[src/rtl/a5_wb_regs.sv]
// Wishbone classic register slave for the A5 keystream buffer (key/frame config, FIFO pop, status); IRQ under A5_WB_IRQ_EN.
// Ack one cycle after each request, never stalls; buf_load/buf_rd_en are one-cycle registered pulses in the ack cycle.
module a5_wb_regs #(
   parameter int ADDR_WIDTH = 5,
   parameter int CNT_WIDTH  = 16
) (
   input  logic                  clk,
   input  logic                  reset,
   input  logic                  wb_cyc_i,
   input  logic                  wb_stb_i,
   input  logic                  wb_we_i,
   input  logic [3:0]            wb_sel_i,
   input  logic [ADDR_WIDTH-1:0] wb_adr_i,
   input  logic [31:0]           wb_dat_i,
   output logic [31:0]           wb_dat_o,
   output logic                  wb_ack_o,
   output logic                  buf_load,
   output logic                  buf_rd_en,
   input  logic [31:0]           buf_data,
   input  logic                  buf_empty,
   input  logic                  buf_full,
   input  logic                  buf_busy,
   output logic [63:0]           key,
   output logic [21:0]           frame,
   output logic                  irq
);

   localparam logic [2:0] A_KEY_LO = 3'd0;
   localparam logic [2:0] A_KEY_HI = 3'd1;
   localparam logic [2:0] A_FRAME  = 3'd2;
   localparam logic [2:0] A_CTRL   = 3'd3;
   localparam logic [2:0] A_DATA   = 3'd4;
   localparam logic [2:0] A_COUNT  = 3'd5;

   logic [31:0]          key_lo, key_hi;
   logic [21:0]          frame_q;
   logic [CNT_WIDTH-1:0] cnt;
   logic                 underflow;
   logic                 ie;
   logic                 irq_q;
   logic [31:0]          rd_mux;

   logic [2:0] reg_sel;
   logic       req, wr, rd, cfg_wr, ctrl_wr;
   logic       pop_ok, pop_miss, start, clr_uf;
   logic       unused_adr;

   assign reg_sel    = wb_adr_i[4:2];
   assign unused_adr = ^wb_adr_i;

   // A request is only accepted while no ack is outstanding, giving one ack per request.
   assign req      = wb_cyc_i & wb_stb_i & ~wb_ack_o;
   assign wr       = req & wb_we_i;
   assign rd       = req & ~wb_we_i;
   assign cfg_wr   = wr & ~buf_busy;
   assign ctrl_wr  = wr & (reg_sel == A_CTRL) & wb_sel_i[0];
   assign start    = ctrl_wr & wb_dat_i[0];
   assign clr_uf   = ctrl_wr & wb_dat_i[1];
   assign pop_ok   = rd & (reg_sel == A_DATA) & ~buf_empty;
   assign pop_miss = rd & (reg_sel == A_DATA) & buf_empty;

   always_comb begin
      rd_mux = 32'd0;
      case (reg_sel)
         A_KEY_LO: rd_mux = key_lo;
         A_KEY_HI: rd_mux = key_hi;
         A_FRAME:  rd_mux = 32'(frame_q);
         A_CTRL:   rd_mux = {26'd0, irq_q, ie, underflow, buf_busy, buf_full, buf_empty};
         A_DATA:   rd_mux = buf_empty ? 32'd0 : buf_data;
         A_COUNT:  rd_mux = 32'(cnt);
         default:  rd_mux = 32'd0;
      endcase
   end

   always_ff @(posedge clk or posedge reset) begin
      if (reset) begin
         wb_ack_o  <= 1'b0;
         wb_dat_o  <= 32'd0;
         buf_load  <= 1'b0;
         buf_rd_en <= 1'b0;
         key_lo    <= 32'd0;
         key_hi    <= 32'd0;
         frame_q   <= 22'd0;
         cnt       <= '0;
         underflow <= 1'b0;
      end else begin
         wb_ack_o  <= req;
         buf_load  <= start;
         buf_rd_en <= pop_ok;
         if (rd)
            wb_dat_o <= rd_mux;
         for (int i = 0; i < 4; i++) begin
            if (cfg_wr && reg_sel == A_KEY_LO && wb_sel_i[i])
               key_lo[8*i +: 8] <= wb_dat_i[8*i +: 8];
            if (cfg_wr && reg_sel == A_KEY_HI && wb_sel_i[i])
               key_hi[8*i +: 8] <= wb_dat_i[8*i +: 8];
         end
         if (cfg_wr && reg_sel == A_FRAME) begin
            if (wb_sel_i[0]) frame_q[7:0]   <= wb_dat_i[7:0];
            if (wb_sel_i[1]) frame_q[15:8]  <= wb_dat_i[15:8];
            if (wb_sel_i[2]) frame_q[21:16] <= wb_dat_i[21:16];
         end
         if (start)
            cnt <= '0;
         else if (pop_ok && cnt != '1)
            cnt <= cnt + CNT_WIDTH'(1);
         // A new underflow outranks a simultaneous clear.
         if (pop_miss)
            underflow <= 1'b1;
         else if (clr_uf)
            underflow <= 1'b0;
      end
   end

`ifdef A5_WB_IRQ_EN
   always_ff @(posedge clk or posedge reset) begin
      if (reset) begin
         ie    <= 1'b0;
         irq_q <= 1'b0;
      end else begin
         if (ctrl_wr)
            ie <= wb_dat_i[2];
         irq_q <= ie & ~buf_empty;
      end
   end
`else
   assign ie    = 1'b0;
   assign irq_q = 1'b0;
`endif

   assign key   = {key_hi, key_lo};
   assign frame = frame_q;
   assign irq   = irq_q;

endmodule

[config.mk]
export PLATFORM = sky130hd
export DESIGN_NAME = a5_wb_regs
export DESIGN_NICKNAME = d
export VERILOG_FILES = /design/src/rtl/a5_wb_regs.sv
export SDC_FILE = /design/constraint.sdc
export NUM_CORES = 1
export LEC_CHECK = 0
export CORE_MARGIN = 8
export CORE_UTILIZATION = 51
export CTS_CLUSTER_SIZE = 16
export DETAILED_ROUTE_END_ITERATION = 8
export PLACE_DENSITY_LB_ADDON = 0.25
export REMOVE_ABC_BUFFERS = 1
export SYNTH_ARGS = -nofsm -noshare
export SYNTH_HDL_FRONTEND = slang
export SYNTH_SLANG_ARGS = --single-unit
[constraint.sdc]
create_clock -name clk -period 9.5 [get_ports clk]
set_input_delay 1.9 -clock clk [delete_from_list [all_inputs] [get_ports clk]]
set_output_delay 1.9 -clock clk [all_outputs]
set_load 0.1 [all_outputs]
==> impl_metrics.toml <==
[timing]
maxSlewViolCount = 0
fin_crit_sh_pct = 50.0
fin_setup_tns_ns = 0
rsz0062_at_grt = "false"
whs_ns = 0.474
hold_violations = 0
finalSetupViolations = 0
maxSlewHeadroom_pct = 21.4
finClkSkew_ns = 0.00547
period_needed_ns = 4.75
tightest_slew_ns = 1.17
setup_slack_ns = 4.75
max_freq_mhz = 211

[floorplan]
die_w_um = 129
die-area_um2 = 16700
core_um2 = 12600
std_cell_rows = 41
start_util_pct = 52.1
die_y_um = 129
pin_count = 203

[clock_tree]
cts.clk_slew.worst_paths_ns = 0.05
post_cts_resized = 0
clkLatencyLatePin_ns = 0.42
htree_num_levels = 4
holdBufCountCts = 0
cts_made_buffers = 17
cts_tree = "done"
post_cts_buffers = 0
clock-sinks = 138
root_buffer = "clkbuf_16"
cts.path.max_buffers = 2

[critical_path]
arrival_ns = 5.05
critPathSlowestCell = "nor3_2"
crit_fanout = 15
max_stage_delay_ns = 0.92
worstPathRequired_ns = 9.81
path_class = "in2reg"
start_kind = "input port"
path_cells = "clkdlybuf4s50_1 > nor3_2 > nor3b_1 > and2_1 > mux2_2"
endpoint_kind = "register"

[route]
wl_per_cell_um = 22.3
via_per_inst = 5.95
first_iter_violations = 541
vias = 5433
drt_wl_total_um = 20400
ant_nets = 0
drc = 0
drt-pass1-iter-count = 6

[global_route]
grt_max_degree = 77
grt.total_usage_pct = 24.7
overflow = 0
first_global_vias = 5819
grt_pass1_wl_um = 31400
antenna_found_initial = 0

[logic_synthesis]
synthCells = 546
synth.avg_cell_area_um2 = 12.0
yosys.cell_types.count = 49
synth-main-ff-cell = "dfrtp_1"
ys_seq_elements = 138
synth_edf_count = 0
synth_area_um2 = 6540
synthArstFlopShare_pct = 100
seq_area_frac_synth_pct = 52.8
ys_warn_count = 0

[power_and_ir_drop]
leakagePower_nw = 4.04
power_mw = 1.84
peakVddDrop_mv = 0.159
power_density_nw_per_um2 = 201

[placed_design]
dp.cells = 881
portBuffers = 199
hpwl_um = 14200
place_congestion = 0.833
preCtsSetupSlack_ns = 4.34
placed_area_um2 = 8610

[finish]
fin_nets = 810
final_layout_size_suffix_gt1_share_pct = 18.1
area_growth_pct = 40.1
fin_util_pct = 73.0
final_common_cell = "clkdlybuf4s50_1"
layout_common_cells = "clkdlybuf4s50_1 (198), dfrtp_1 (138), mux2_2 (89), nand2_1 (36), o21ai_0 (34)"
stdcell_area_um2 = 9170
diodes = 0
layoutNonFillerInstCount = 913

[run]
max_cap_viol_count = 0

[min_path]
worstHoldPathType = "reg2reg"

[run_status]
status = "complete, no violations"
## final timing paths
path | from | end | slack, ns | depth (start not counted)
worst min-delay path | wb_dat_o[7]$_DFFE_PP0P_ | wb_dat_o[7]$_DFFE_PP0P_ | 0.47 | 2
worst max register to register | wb_ack_o$_DFF_PP0_ | cnt[15]$_DFFE_PP0P_ | 7.07 | 5
max in group asynchronous | reset | frame[14]$_DFFE_PP0P_ | 6.17 | 3
min in group asynchronous | reset | key_hi[20]$_DFFE_PP0P_ | 1.93 | 2
worst min register to register | wb_dat_o[7]$_DFFE_PP0P_ | wb_dat_o[7]$_DFFE_PP0P_ | 0.47 | 2
worst max-delay path | wb_adr_i[4] | key_lo[19]$_DFFE_PP0P_ | 4.75 | 5
## cell type report
class,count,area [µm²]
Fill cell,897,3400
Clock inverter,8,67.6
Clock buffer,24,492
Multi-Input combinational cell,354,2860
Tap cell,172,215
Timing Repair Buffer,204,2020
Sequential cell,138,3450
Inverter,13,53.8
## critical path, delay by kind of cell
family	cells	cell delay (ns)
simple gates	3	2.00
buf+inv	1	0.74
mux	1	0.39
## registers in the layout (all words and copies together) (netlist names)
register / flops
underflow: 1
key_lo: 32
buf_rd_en: 1
wb_ack_o: 1
wb_dat_o: 32
key_hi: 32
buf_load: 1
frame: 22
cnt: 16
## cells by family (layout without fill, tap and decap cells)
family | Yosys count | count (layout) | share of synthesized area, %
DFF | 138 | 138 | 52.8
AOI/OAI and AO/OA | 119 | 119 | 13.8
and+or+nand+nor | 118 | 118 | 10.3
muxes | 114 | 114 | 19.1
buffers and inverters | 54 | 249 | 3.67
adders and majority gates | 1 | 1 | 0.191
other | 1 | 1 | 0.0573
xor gates and xnor gates | 1 | 1 | 0.134
## routing by layer
| metal | vias up | routed length [µm] | global-route usage, % |
|---|---|---|---|
| li1 | 2410 | - | - |
| met1 | 2741 | 7600 | 27.1 |
| met2 | 249 | 10500 | 42.6 |
| met3 | 33 | 1930 | 9.24 |
| met4 | 0 | 383 | 9.68 |
| met5 | - | 0 | 0 |
## report_power, final
group          switching, mW  total, mW  internal, mW
clock network          0.237      0.621         0.384
registers             0.0469      0.685         0.638
logic                  0.392      0.535         0.144
total                  0.675       1.84          1.17
## cell usage after synthesis (all sizes together), types with 5 or more instances
master     n  share of area (%)
a222oi    21                3.2
a22o       6               0.80
a22oi      6               0.69
a2bb2oi    6               0.80
and2      11                1.1
and3       5               0.48
buf       20                1.7
clkbuf    21                1.2
dfrtp    138                 53
inv       12               0.69
mux2      89                 15
mux2i     25                3.8
nand2     38                2.3
nand3     11               0.84
nand4      7               0.76
nor2      14               0.80
o2111ai    5               0.67
o211ai     9                1.1
o21ai     36                2.8
o2bb2ai   17                2.3
or3        5               0.48
No activity file was read; power rests on OpenSTA's default activity.
==> RTL change (same flow settings) <==
Register the output `irq`, cleared by the reset; this adds one clock of latency there. The other outputs are not delayed to match.
--- a/src/rtl/a5_wb_regs.sv
+++ b/src/rtl/a5_wb_regs.sv
@@ -130,7 +130,13 @@
 
    assign key   = {key_hi, key_lo};
    assign frame = frame_q;
-   assign irq   = irq_q;
+   always_ff @(posedge clk or posedge reset) begin
+      if (reset) begin
+         irq <= '0;
+      end else begin
+         irq <= irq_q;
+      end
+   end
 
 endmodule
 
Formal check against the unedited RTL: equivalent (Yosys induction, for registers that start in step).
==> RTL change against the unedited design <==
Setup slack improved by 0.39 ns. First-iteration DRC count decreased by 28%. Final cell count decreased by 1.5%. Highest routed layer is now met5. Sequential power decreased by 3.5%. Area after synthesis unchanged. Total power decreased by 5.0%. Sequential cell count unchanged. Design area decreased by 0.34%. Fmax increased by 9.0%. Wire length increased by 0.60%.
==> RTL change: results (changes against the unedited design) <==
Logic synthesis
  – Compound-Gate Fraction of Synth Area: 14.4% (+0.67 points)
  – Commonest cells in the netlist: dfrtp_1 (138), mux2_2 (82), nand2_1 (32), o21ai_0 (32), a22oi_1 (23)
  – Synthesized area per cell: 12.2 sq um (+1.9%)
  – XOR/XNOR share of the synthesized area: 0% (-0.13 points)
  – Adder-cell share of the synthesized area: 0.191% (unchanged)
  – Synth area leaders: dfrtp_1 (53%), mux2_2 (14%), mux2_1 (2.8%)

Global route
  – Gr usage total: 25.2% (+0.48 points)
  – Initial antenna violation count: 1 (+1)
  – Number of global-route vias before repair: 5839 (+0.34%)
  – First-pass GRT wire length: 32.2 mm (+2.5%)
  – Largest net degree at the start of global routing: 73 (-5.2%)

Place
  – Final HPWL DP: 14.4 mm (+1.6%)
  – DP Cell Count: 872 (-1.0%)
  – Cell area after placement: 8620 sq um (+0.10%)
  – Pre-CTS WS: 4.84 ns (+0.495 ns)

Routing
  – Drt first-iter violations: 389 (-28%)
  – Post-route DRC: 0 (unchanged)
  – DR vias: 5328 (-1.9%)
  – DRT Pass-1 Iters: 9 (+3)

Power and ir drop
  – Static Leak: 0.00394 uW (-2.5%)

Critical path
  – Crit-path max FO: 22 (+7)
  – CP max-delay cell: nor3b_2
  – Max stage delay on crit path: 0.75 ns (-0.17 ns)

Clocking
  – Post-cts sizing count: 0 (unchanged)

STA
  – Worst slew margin: 30.0% (+8.6 points)
  – Clk_skew: 0.00557 ns (+0.0000938 ns)

Cells and area
  – Nets@finish: 801 (-1.1%)
  – Final Non-Filler Cells: 899 (-1.5%)

Outcome
  – Status: complete, no violations
RTL change: worst min-delay path, delay by kind of cell, from the launching register on:
family,cells,cell delay (ns)
AND/OR/NAND/NOR,1,0.05
AO/OA/AOI/OAI,1,0.06
flip-flops,1,0.34
RTL change: worst paths after layout:
check,start,to,slack [ns],depth (start not counted)
worst min-delay path,wb_dat_o[28],wb_dat_o[28],0.49,2
worst min register to register,wb_dat_o[28],wb_dat_o[28],0.49,2
min in group asynchronous,reset,key_lo[20],1.92,2
max in group asynchronous,reset,frame[11],6.23,3
worst max-delay path,wb_adr_i[4],frame[12],5.14,6
worst max register to register,cnt[0],cnt[0],7.03,5
RTL change: stage by stage:
step | power (uW) | hold WS (ns)
2_1_floorplan | 1000 | 0.511
3_3_place_gp | 1150 | 0.460
3_5_place_dp | 1160 | 0.474
4_1_cts | 1760 | 0.486
5_1_grt | 1800 | 0.506
6_report | 1750 | 0.485
RTL change: cell families (layout without fill, tap and decap cells):
family,after synthesis,count (layout)
adders and majority gates,1,1
muxes,111,111
and+or+nand+nor,109,109
buffers and inverters,50,241
other,1,1
DFF,138,138
AOI/OAI and AO/OA,126,126
RTL change: power by group:
| part | leakage, uW | internal [uW] | switching (uW) |
|---|---|---|---|
| registers | 0.00189 | 628 | 32.6 |
| clock network | 0.000255 | 376 | 227 |
| logic | 0.00179 | 133 | 352 |
RTL change: final cells by class:
cell class / instances / area (sq um)
clock buffer: 22 / 444
clock inverter: 5 / 75.1
fill: 899 / 3430
inverter: 6 / 27.5
multi-input combinational: 348 / 2870
sequential: 138 / 3450
tap: 172 / 215
timing repair buffer: 208 / 2050
RTL change: routing by layer:
layer | GRT usage, % | share of wire, % | wire, um | vias to the layer above
met3 | 10.8 | 11 | 2180 | 36
met4 | 10.5 | 2.3 | 480 | 2
met1 | 27.9 | 37 | 7510 | 2650
li1 | - | - | - | 2402
met5 | 0 | 0.063 | 13 | -
met2 | 41.7 | 50 | 10300 | 238
